--- src/rtl/fabric_frame_loader.sv ---
// rtl/fabric_frame_loader.sv - assembles bitstream words into fabric frames and fires one-hot frame strobes
module fabric_frame_loader #(
  parameter int          NUM_COLUMNS       = 10,
  parameter int          NUM_ROWS          = 12,
  parameter int          FRAMES_PER_COLUMN = 20,
  parameter logic [31:0] SYNC_WORD         = 32'hFAB0_FAB1,
  parameter logic [31:0] DESYNC_WORD       = 32'hDE5E_C0DE
) (
  input  logic                                    clk_i,
  input  logic                                    rst_ni,
  input  logic [31:0]                             word_i,
  input  logic                                    word_valid_i,
  input  logic                                    clear_i,
  output logic [32*NUM_ROWS-1:0]                  frame_data_o,
  output logic [NUM_COLUMNS*FRAMES_PER_COLUMN-1:0] frame_strobe_o,
  output logic                                    busy_o,
  output logic                                    done_o,
  output logic                                    error_o
);

  localparam int SW = NUM_COLUMNS * FRAMES_PER_COLUMN;
  localparam int RW = $clog2(NUM_ROWS + 1);

  typedef enum logic [1:0] {S_SYNC, S_ADDR, S_DATA, S_STROBE} state_t;

  state_t        state;
  logic [7:0]    col_q;
  logic [7:0]    frm_q;
  logic [RW-1:0] row_q;
  logic          addr_ok_q;
  logic          addr_in_range;
  logic [31:0]   strobe_idx;
  logic [SW-1:0] strobe_onehot;

  assign addr_in_range = (32'(word_i[31:24]) < 32'(NUM_COLUMNS)) &&
                         (32'(word_i[23:16]) < 32'(FRAMES_PER_COLUMN));
  assign strobe_idx    = 32'(col_q) * 32'(FRAMES_PER_COLUMN) + 32'(frm_q);
  // An out-of-range frame is still consumed, it just never reaches the strobe lines.
  assign strobe_onehot = addr_ok_q ? (SW'(1) << strobe_idx) : '0;
  assign busy_o        = (state != S_SYNC);

  always_ff @(posedge clk_i or negedge rst_ni) begin
    if (!rst_ni) begin
      state          <= S_SYNC;
      col_q          <= '0;
      frm_q          <= '0;
      row_q          <= '0;
      addr_ok_q      <= 1'b0;
      frame_data_o   <= '0;
      frame_strobe_o <= '0;
      done_o         <= 1'b0;
      error_o        <= 1'b0;
    end else begin
      frame_strobe_o <= '0;
      done_o         <= 1'b0;
      if (clear_i) begin
        state   <= S_SYNC;
        error_o <= 1'b0;
        row_q   <= '0;
      end else begin
        case (state)
          S_SYNC: begin
            if (word_valid_i && word_i == SYNC_WORD) state <= S_ADDR;
          end
          S_ADDR: begin
            if (word_valid_i) begin
              if (word_i == DESYNC_WORD) begin
                done_o <= 1'b1;
                state  <= S_SYNC;
              end else begin
                col_q     <= word_i[31:24];
                frm_q     <= word_i[23:16];
                row_q     <= '0;
                addr_ok_q <= addr_in_range;
                if (!addr_in_range) error_o <= 1'b1;
                state     <= S_DATA;
              end
            end
          end
          S_DATA: begin
            if (word_valid_i) begin
              // First word of a frame lands in the most significant slice.
              for (int r = 0; r < NUM_ROWS; r++) begin
                if (row_q == RW'(r)) frame_data_o[32*(NUM_ROWS-r)-1 -: 32] <= word_i;
              end
              if (row_q == RW'(NUM_ROWS - 1)) begin
                row_q          <= '0;
                frame_strobe_o <= strobe_onehot;
                state          <= S_STROBE;
              end else begin
                row_q <= row_q + 1'b1;
              end
            end
          end
          S_STROBE: begin
            if (word_valid_i) error_o <= 1'b1;
            state <= S_ADDR;
          end
          default: state <= S_SYNC;
        endcase
      end
    end
  end

endmodule

--- config.mk ---
export PLATFORM = sky130hd
export DESIGN_NAME = fabric_frame_loader
export DESIGN_NICKNAME = d
export VERILOG_FILES = /design/src/rtl/fabric_frame_loader.sv
export SDC_FILE = /design/constraint.sdc
export NUM_CORES = 1
export LEC_CHECK = 0
export ABC_AREA = 1
export CORE_AREA = 2 2 241 243
export CTS_BUF_LIST = sky130_fd_sc_hd__clkbuf_4 sky130_fd_sc_hd__clkbuf_8
export DETAILED_ROUTE_END_ITERATION = 8
export DIE_AREA = 0 0 243 245
export PLACE_DENSITY = 0.68
export RECOVER_POWER = 100
export SYNTH_ARGS = -nofsm -noshare
export SYNTH_HDL_FRONTEND = slang
export SYNTH_SLANG_ARGS = --single-unit
--- constraint.sdc ---
create_clock -name clk_i -period 10.23 [get_ports clk_i]
set_clock_uncertainty 0.1 [all_clocks]
set_input_delay 2.046 -clock clk_i [delete_from_list [all_inputs] [get_ports clk_i]]
set_output_delay 2.046 -clock clk_i [all_outputs]
set_load 0.005 [all_outputs]
After elaboration in Yosys (flattened, before gate mapping)
Cells that the tools add are included.

Memories kept: 0. Register bits: 609. Logic and storage cells: 102. Memory bits (writable): 0. Input port bits: 36. Bits in latches: 0. ROM bits: 0.

Shifts and indexed selects: 1. Bitwise logic cells: 2. Eq/ne operators: 23. $mul: 1. Magnitude comparators: 2. Reductions and logical operators: 23. Add/subtract/negate cells: 2. Mux-type cells: 28. Divide/modulo/power cells: 0.

Operators with widths (count): $mux 200 (5); $shl 1x14->200 const A (1); $eq 32x32->1 const B (2); $reduce_and 4->1 (15); $ne 3x3->1 const B (7); $mux 4 (5); $eq 4x3->1 const B (4); $eq 4x4->1 const B (4); $add 13x8->14 (1); $mux 2 (6); $mul 8x3->11 const B (1); $mux 1 (9); $eq 4x2->1 const B (2); $lt 8x4->1 const B (1); $lt 8x5->1 const B (1); $pmux 2 s4 (1); $pmux 4 s2 (1); $reduce_bool 3->1 (2); $reduce_and 5->1 (1); $add 4x1->4 const B (1); $eq 2x2->1 const B (2); $eq 4x1->1 const B (1); $logic_not 4->1 (1); $eq 2x1->1 const B (1); 5 further kinds (7).

Depth between registers and ports, before layout
Gate-level depths: netlist of the first run.

Word-level depth: 8. Mapped depth: 19. Depth with buffers taken out: 19.

Least setup slack after synthesis of the first run
No wires, ideal clock.

Path type: input port to flip-flop. From: input port word_valid_i. To: register frame_strobe_o[68]. Stages on the path: 11. Arrival time: 3482 ps. Path slack: 6575 ps. Path buffers: 1. Path through: inv_1 nor3_2 inv_1 nor2_1 nand2_1 a21oi_1 o21ai_1 nor2_1 nand2_1 clkbuf_1 nor2_1.

Longest elaborated chain between the ends: 3.

Ends and longest elaborated chain: start: declaration (line 12) `input logic word_valid_i,`; $mux 200 (line 81) `if (word_valid_i) begin`; $mux 200 (line 61) `case (state)`; $mux 200 (line 56) `if (clear_i) begin`; end signal: assignment (line 88) `frame_strobe_o <= strobe_onehot;`; end: declaration (line 15) `output logic [NUM_COLUMNS*FRAMES_PER_COLUMN-1:0] frame_strobe_o,`.

No other way between the ends. A chain may end at the register's enable or synchronous reset.

==> results summary, run 1 <==
The fraction of synthesis flops using an asynchronous set or reset pin is 1.00. In this run the most used layer during global routing was met2. The fraction of met1 tracks used by global routing came out at 0.331. The area share of the largest cell type after synthesis came out at 0.671. The final critical-path required period is 6380 ps. The met2 track demand over resource in global routing is 0.412. The endpoint arrival time on the critical path is 5990 ps. The starting utilization of the core area came out at 0.398. Sorting the synthesized cells by area gives the leading types as sky130_fd_sc_hd__dfrtp_1, sky130_fd_sc_hd__o21ai_0, sky130_fd_sc_hd__nand2_1. The met3 layer usage reported by global route came out at 0.101.

The floorplan core area came out at 57000 um2. The commonest cells after synthesis are sky130_fd_sc_hd__dfrtp_1, sky130_fd_sc_hd__nand2_1, sky130_fd_sc_hd__o21ai_0. Hold repair after CTS inserted 0 buffers. Counting tap cells, the placed design contains a total of approximately 3400 instances. The number of flops mapped to enable cells by yosys came out at 0. The final standard cell utilization of the core is 0.550.

The via count of the first global-routing pass is 18648. 623 I/O pins were placed. Setup repair after global routing left no endpoint under its margin.

The headroom to the max-slew limit is -2.05. The number of maximum-capacitance violations came out at 17. Global routing finished with a remaining overflow of 0.

The total iterations of the first detailed-routing run came out at 7. The biggest fanout along the worst timing path came out at 188. The total of buffers placed on input and output ports is 622. The ratio of routed vias to standard cells is 5.18. Along the worst hold path, the cell count comes to 2. Adding up every negative setup slack in the final design gives 0 ps. The detailed-route wire length came out at around 80 mm. Leaving out filler cells and counting taps, the final layout contains 3611. The flow ran to the end, but the final reports show violations. The maximum achievable frequency is 157 MHz. The count of pins over their slew limit came out at 1121. The number of resized instances in the post-cts repair step is 0. The total number of vias came out at roughly 19000. The endpoint identified for the worst register-to-register timing path is frame_strobe_o[71]. Each instance of the synthesized netlist takes up on average 10.4 um2. The maximum root-to-sink buffer count came out at 3. The number of antenna violations at the first check in global routing came out at 5. The die is between 200 and 250 um tall. The pin count of the biggest net entering global routing came out at 189. The number of hold violations in the final report came out at 0. Counting both buffers and inverters, the worst setup path holds a total of 2. Buffers inserted during clock tree synthesis total 98.

In this run the critical register-to-register path is launched from col_q[1]. The standby leakage power came out at 15.7 nW. The worst setup path is captured at an asynchronous set/reset pin. In this design, the largest share of critical-path delay is due to buffers and inverters. The area taken by multi-input logic gates came out at around 6400 um2. The kind of critical path is in2async. The final reports fail on capacitance limit, slew limit. The worst hold path startpoint is frame_data_o[14]. In this run the worst setup path begins at rst_ni. The setup violation total in the final timing report is 0.

Routability-driven placement finished with a final weighted congestion of roughly 0.9. CTS built an H-tree with a depth of 3. The clock-pin slew of the registers on the worst-case setup and hold paths is 60 ps. The final critical-path share of the clock period came out at 0.623. TritonCTS built the clock tree. The worst setup path is launched from a primary input. Traced cell by cell, the critical path runs through buf_8, clkbuf_2.

The power density over cell area is 252 nW/um2. The path depth of the worst reg2reg path is 11. From left edge to right edge, the die measures 243 um. The transition at the pin with the smallest max-transition slack came out at 4580 ps. The worst hold path terminates at frame_data_o[14]. The floorplan die area came out at 59500 um2.

The area used by sequential logic in the layout came out at 15200 um2. The wire length of the first global-routing pass came out at roughly 120 mm. The largest area contributor in the synthesized netlist is sky130_fd_sc_hd__dfrtp_1. The count of cell types in the netlist is 36. The area growth from synthesis to layout is 38.2%.

The flip-flop and latch count after synthesis is 609. The cell area that synthesis handed to floorplanning was 22700 um2. The share of the Yosys chip area taken by registers is 0.671.

The type of the worst min-delay path is reg2reg. The sum of net half-perimeters after detailed placement came out at 54.9 mm. The fill cell instance count of the final layout came out at 4936. For this design, the slowest cell found on the critical path is sky130_fd_sc_hd__clkbuf_2. The peak per-stage delay on the critical path came out at 3060 ps. The clock sink count is between 600 and 700. The Yosys step of the flow raised 0 warnings. The number of post-CTS setup repair buffers came out at 0. Among all flip-flop cells after synthesis, the most frequent one is sky130_fd_sc_hd__dfrtp_1. At the later pin of the worst-skew pair, clock insertion delay measures 690 ps. The number of cell rows came out at 88. After detailed routing, the average wire length per cell comes to around 22 um. The net count after synthesis is around 2200.

The required time at the endpoint of the critical path came out at 9840 ps. Synthesis produced between 2000 and 2500 cells. In this run the remaining antenna-violating nets after routing total 0. The slack of the worst reg-to-reg path is 4710 ps.

The number of violations reported at the end of detailed-routing iteration 0 is 1312. The final-stage net count is 2831. The fraction of final layout cells sized beyond drive strength 1 is 0.0781. The DRC violations left came out at 0.

The highest ir drop seen on vdd is slightly below 0.7 mV. The total global-route track usage came out at 0.265. The most repeated cell in the gate-level netlist after synthesis is sky130_fd_sc_hd__dfrtp_1. CTS placed an instance of sky130_fd_sc_hd__clkbuf_8 at the clock tree root.
[cell families after synthesis]
group / count (synthesis) / synth area share
multiplexers: 1 / 0.000496
flip-flops: 609 / 0.671
XOR/XNOR: 5 / 0.00193
AND/OR/NAND/NOR: 876 / 0.169
adder cells (fa/ha/maj): 28 / 0.0161
AO/OA/AOI/OAI: 431 / 0.0977
buffers and inverters: 233 / 0.0439
[placed cells by master, fill, tap and decap left out, types with 2 or more instances in the layout]
master                            netlist  final
sky130_fd_sc_hd__nand2_1              419    412
sky130_fd_sc_hd__a31o_2                 2      2
sky130_fd_sc_hd__xor2_1                 5      2
sky130_fd_sc_hd__buf_4                  2      7
sky130_fd_sc_hd__clkbuf_8               0    124
sky130_fd_sc_hd__ha_1                  26     26
sky130_fd_sc_hd__nand2_2                6     13
sky130_fd_sc_hd__a21oi_1               45     45
sky130_fd_sc_hd__dfrtp_1              609    609
sky130_fd_sc_hd__nor2_1               254    270
sky130_fd_sc_hd__inv_1                 68     69
sky130_fd_sc_hd__o21ai_0              360    361
sky130_fd_sc_hd__diode_2                0      2
sky130_fd_sc_hd__fa_1                   2      2
sky130_fd_sc_hd__inv_2                  6      5
sky130_fd_sc_hd__nand4_1               75     78
sky130_fd_sc_hd__nand3_2                3      4
sky130_fd_sc_hd__dlygate4sd3_1          0    591
sky130_fd_sc_hd__bufinv_16              0      2
sky130_fd_sc_hd__nand3_1               82     81
sky130_fd_sc_hd__inv_6                  0      3
sky130_fd_sc_hd__o21a_1                14     14
sky130_fd_sc_hd__clkinv_2               0     12
sky130_fd_sc_hd__nand4_2                8      5
sky130_fd_sc_hd__nor3_1                 3      4
sky130_fd_sc_hd__clkbuf_4               0     32
sky130_fd_sc_hd__nor4_1                 6      6
sky130_fd_sc_hd__clkdlybuf4s50_1        0     30
sky130_fd_sc_hd__o211ai_1               4      4
sky130_fd_sc_hd__inv_12                 0      2
sky130_fd_sc_hd__clkbuf_1             122     12
sky130_fd_sc_hd__xor2_4                 0      3
[layer usage]
metal | routed length [um] | share of wire
met1 | 30900 | 0.39
met5 | 43 | 0.00054
met2 | 36700 | 0.46
met4 | 3420 | 0.043
met3 | 8850 | 0.11
[worst max path at each step]
stage / end / cells after the start
floorplan: frame_strobe_o[68] / 11
global placement: addr_ok_q / 7
detailed placement: addr_ok_q / 7
CTS: frame_strobe_o[30] / 17
global route: frame_strobe_o[61] / 2
finish: frame_data_o[34] / 2
[report_power, final]
part	switching, W	internal, W
clock	0.000991	0.00126
sequential	0.000116	0.00258
combinational	0.00225	0.000708
total	0.00336	0.00456
[final cells by class]
cell class,instances,share of cell area
Tap cell,765,0.0305
Sequential cell,609,0.485
Multi-Input combinational cell,1341,0.204
Clock inverter,21,0.00622
Clock buffer,156,0.0620
Timing Repair Buffer,643,0.202
Inverter,74,0.00885
Antenna cell,2,0.000159
[worst min-delay path, delay by kind of cell (launching register included)]
kind	cells	cell delay (ps)
flops	1	330
simple gates	1	50
compound gates	1	60
[metrics by stage]
step	hold slack [ps]	total power [W]	worst slack, ps	cell area [um2]
floorplan	368	0.00481	6580	22700
global placement	364	0.00572	5470	29500
detailed placement	373	0.00578	5390	29500
CTS	387	0.00805	5900	31600
global route	400	0.00833	2890	31400
finish	375	0.00791	3850	31400
[flip-flops by register name, summed over array words and instances, names as in the netlist]
| register | flops |
|---|---|
| addr_ok_q | 1 |
| done_o | 1 |
| row_q | 4 |
| frm_q | 8 |
| error_o | 1 |
| frame_strobe_o | 200 |
| frame_data_o | 384 |
| state | 2 |
| col_q | 8 |
Power figures use the tool's default switching activity.
==> run 2: changes to the inputs <==
CORE_AREA = 2 2 242 244   (was 2 2 241 243)
DIE_AREA = 0 0 244 246   (was 0 0 243 245)
PLACE_DENSITY = 0.7   (was 0.68)
clock period = 5.4 ns   (was 10.23 ns; I/O delays follow)
==> results summary, run 2 (synthesis results as in run 1) <==
The number of levels in the clock H-tree is 3 (unchanged). The via count of the first global-routing pass came to 18586 (-0.33%). The fill cell instance count of the final layout was 4862 (-1.5%). The total global-route track usage came out at 0.266 (+0.000745). The number of post-CTS setup repair buffers came out at 0 (unchanged). The root cell of the clock tree is sky130_fd_sc_hd__clkbuf_8. The placer's final routability congestion estimate came out at 0.849 (-4.4%). The cell occurring most often along the worst timing path is sky130_fd_sc_hd__ha_1. The critical path buffer and inverter count is 1 (-1). The number of antenna violations at the first check in global routing is 12 (+7).

The largest registers in the layout are frame_data_o (384), frame_strobe_o (200). TritonCTS built the clock tree. Leaving out fill and tap cells, the most frequent cells in the layout are sky130_fd_sc_hd__dfrtp_1, sky130_fd_sc_hd__dlygate4sd3_1, sky130_fd_sc_hd__nand2_1, sky130_fd_sc_hd__o21ai_0, sky130_fd_sc_hd__nor2_1.

The floorplan die area came to 60000 um2 (+0.82%). The total iterations of the first detailed-routing run came out at 5 (-2). The ratio of routed vias to standard cells came to 5.15 (-0.65%).

The final standard cell count with taps included and fillers excluded came out at 3617 (+0.17%). The total overflow reported by the global router came out at 0 (unchanged). The area growth from synthesis to layout is 38.4%. The post-layout total power came to 0.0150 W (+89%). The clock sink count came out at 609 (unchanged). The slowest stage of the critical path is the sky130_fd_sc_hd__nor2_1 cell. The average wire length per cell after detail routing is 22.2 um (+0.55%). The highest ir drop seen on vdd was 1.95 mV (+190%). Ranked by flip-flop count, first place goes to frame_data_o.

The number of cell rows came to 88 (unchanged). The maximum achievable frequency came out at 220 MHz. The DRC violations left is 0 (unchanged).

The starting utilization of the core area was 0.396 (-0.00229). The number of maximum-capacitance violations is 14 (-3). The pin count of the biggest net entering global routing came out at 109 (-42%). Walking the worst path, the cells encountered are ha_1, ha_1, fa_1, xor2_1, ha_1, nand2_1, inv_1, nand4_1, nand3_1, nand2_1, o21ai_0, nand3_1, nor2_4, nand4_2, nor2_1, nand4_1, nor2_1. The transition at the pin with the smallest max-transition slack is 3050 ps (-1530 ps). The power density over cell area was 476 nW/um2 (+89%).

The flow ran to the end, but the final reports show violations. The floorplan core area was 57400 um2 (+0.58%). The maximum root-to-sink buffer count came out at 3 (unchanged). The number of flip-flops in the largest register came out at 384 (unchanged). The cell total after placement is 3437 (+0.15%). The number of violations reported at the end of detailed-routing iteration 0 came out at 1397 (+6.5%). The final critical-path share of the clock period came out at 0.843.

The final critical-path required period is 4550 ps. The cell family contributing the most delay on the critical path is simple AND/OR/NAND/NOR gates. The fraction of final layout cells sized beyond drive strength 1 is 0.0801 (+0.00203). The count of pins over their slew limit is 773 (-31%).

The sum of net half-perimeters after detailed placement is 55.4 mm (+0.98%). The most common cell after layout, fill and taps aside is sky130_fd_sc_hd__dfrtp_1. The overall die width was 244 um (+0.41%). The detailed-route wire length came out at 80.5 mm (+0.71%). The peak per-stage delay on the critical path is 840 ps (-2220 ps). The count of hold buffers inserted by post-cts repair is 0 (unchanged). The area used by sequential logic in the layout came out at 15200 um2 (unchanged). The critical path is of the reg2reg type. The worst-skew pair later-pin latency is 680 ps (about the same). The min-delay analysis places its worst path in the category reg2reg. The headroom to the max-slew limit is -1.04 (+1.02). The total of buffers placed on input and output ports is 622 (unchanged). The area taken by multi-input logic gates is 6450 um2 (+0.51%).

The final reports fail on capacitance limit, slew limit. The top-level port count is 623 (unchanged). The final-stage net count came out at 2835 (+0.14%). The number of resized instances in the post-cts repair step is 0 (unchanged). The setup violation total in the final timing report came to 0 (unchanged).

The final setup TNS came to 0 ps (unchanged). The total number of vias came out at 18628 (-0.49%). The wire length of the first global-routing pass is 120 mm (about the same).

The worst setup path is captured at a flip-flop. The count of antenna-violating nets left after detailed routing came out at 0 (unchanged). The number of hold violations in the final report is 0 (unchanged). The final-layout worst hold slack came out at 375 ps (-0.243 ps). Setup repair after global routing left no endpoint under its margin. The biggest fanout along the worst timing path is 8 (-96%). The chip height is 246 um (+0.41%). The required time at the endpoint of the critical path came out at 5870 ps (-3970 ps). The clock-pin slew of the registers on the worst-case setup and hold paths came out at 60 ps (about the same). The worst setup slack after layout came out at 849 ps (-3000 ps).

The endpoint arrival time on the critical path is 5020 ps (-970 ps). The worst setup timing slack at the placement stage came out at 1210 ps (-4180 ps). The total CTS buffers is 97 (-1.0%).

The kind of launch point of the worst setup path is a flip-flop. The standby leakage power is 15.7 nW (about the same).
[run 2: changes by cell type in the layout (fill, tap and decap cells not counted), moves of 3 or more]
cell / delta
sky130_fd_sc_hd__nor2_4: +6
sky130_fd_sc_hd__clkinv_2: -3
sky130_fd_sc_hd__diode_2: +3
sky130_fd_sc_hd__nor2_1: -7
sky130_fd_sc_hd__clkbuf_2: +4
[run 2: final cells by class]
| cell class | count | area share |
|---|---|---|
| timing repair buffer | 648 | 0.203 |
| inverter | 74 | 0.00883 |
| multi-input combinational | 1341 | 0.205 |
| clock inverter | 18 | 0.00577 |
| antenna | 5 | 0.000398 |
| tap | 765 | 0.0304 |
| clock buffer | 157 | 0.0623 |
| sequential | 609 | 0.485 |
[run 2: stage by stage]
step | utilization | instance area, um2
global placement | 0.514 | 29500
finish | 0.548 | 31400
CTS | 0.552 | 31600
floorplan | - | 22700
global route | 0.548 | 31400
detailed placement | 0.514 | 29500
[run 2: worst paths after layout]
path / cells past startpoint / slack [ps] / from / to
max: 17 / 850 / col_q[1] / frame_strobe_o[63]
min: 2 / 380 / frame_data_o[85] / frame_data_o[85]
max in group asynchronous: 2 / 1140 / rst_ni / frame_data_o[7]
max reg2reg: 17 / 850 / col_q[1] / frame_strobe_o[63]
min reg2reg: 2 / 380 / frame_data_o[85] / frame_data_o[85]
min in group asynchronous: 1 / 1210 / rst_ni / frame_strobe_o[193]
[run 2: tightest hold or removal path: cells and delay by family, from the launching register on]
| family | cells | cell delay (ps) |
|---|---|---|
| DFF | 1 | 340 |
| AOI/OAI and AO/OA | 1 | 60 |
| and+or+nand+nor | 1 | 50 |
[run 2: metal layers]
| metal | track usage | vias up | part of all wire |
|---|---|---|---|
| met5 | 0 | - | 0.00050 |
| met4 | 0.119 | 6 | 0.041 |
| met3 | 0.0978 | 189 | 0.11 |
| met2 | 0.415 | 963 | 0.46 |
| met1 | 0.333 | 9121 | 0.39 |
| li1 | - | 8349 | - |
[run 2: report_power, final]
part	internal (W)	leakage, nW	switching, W
registers	0.00489	8.36	0.000218
logic	0.00130	6.18	0.00428
clock network	0.00241	1.14	0.00187
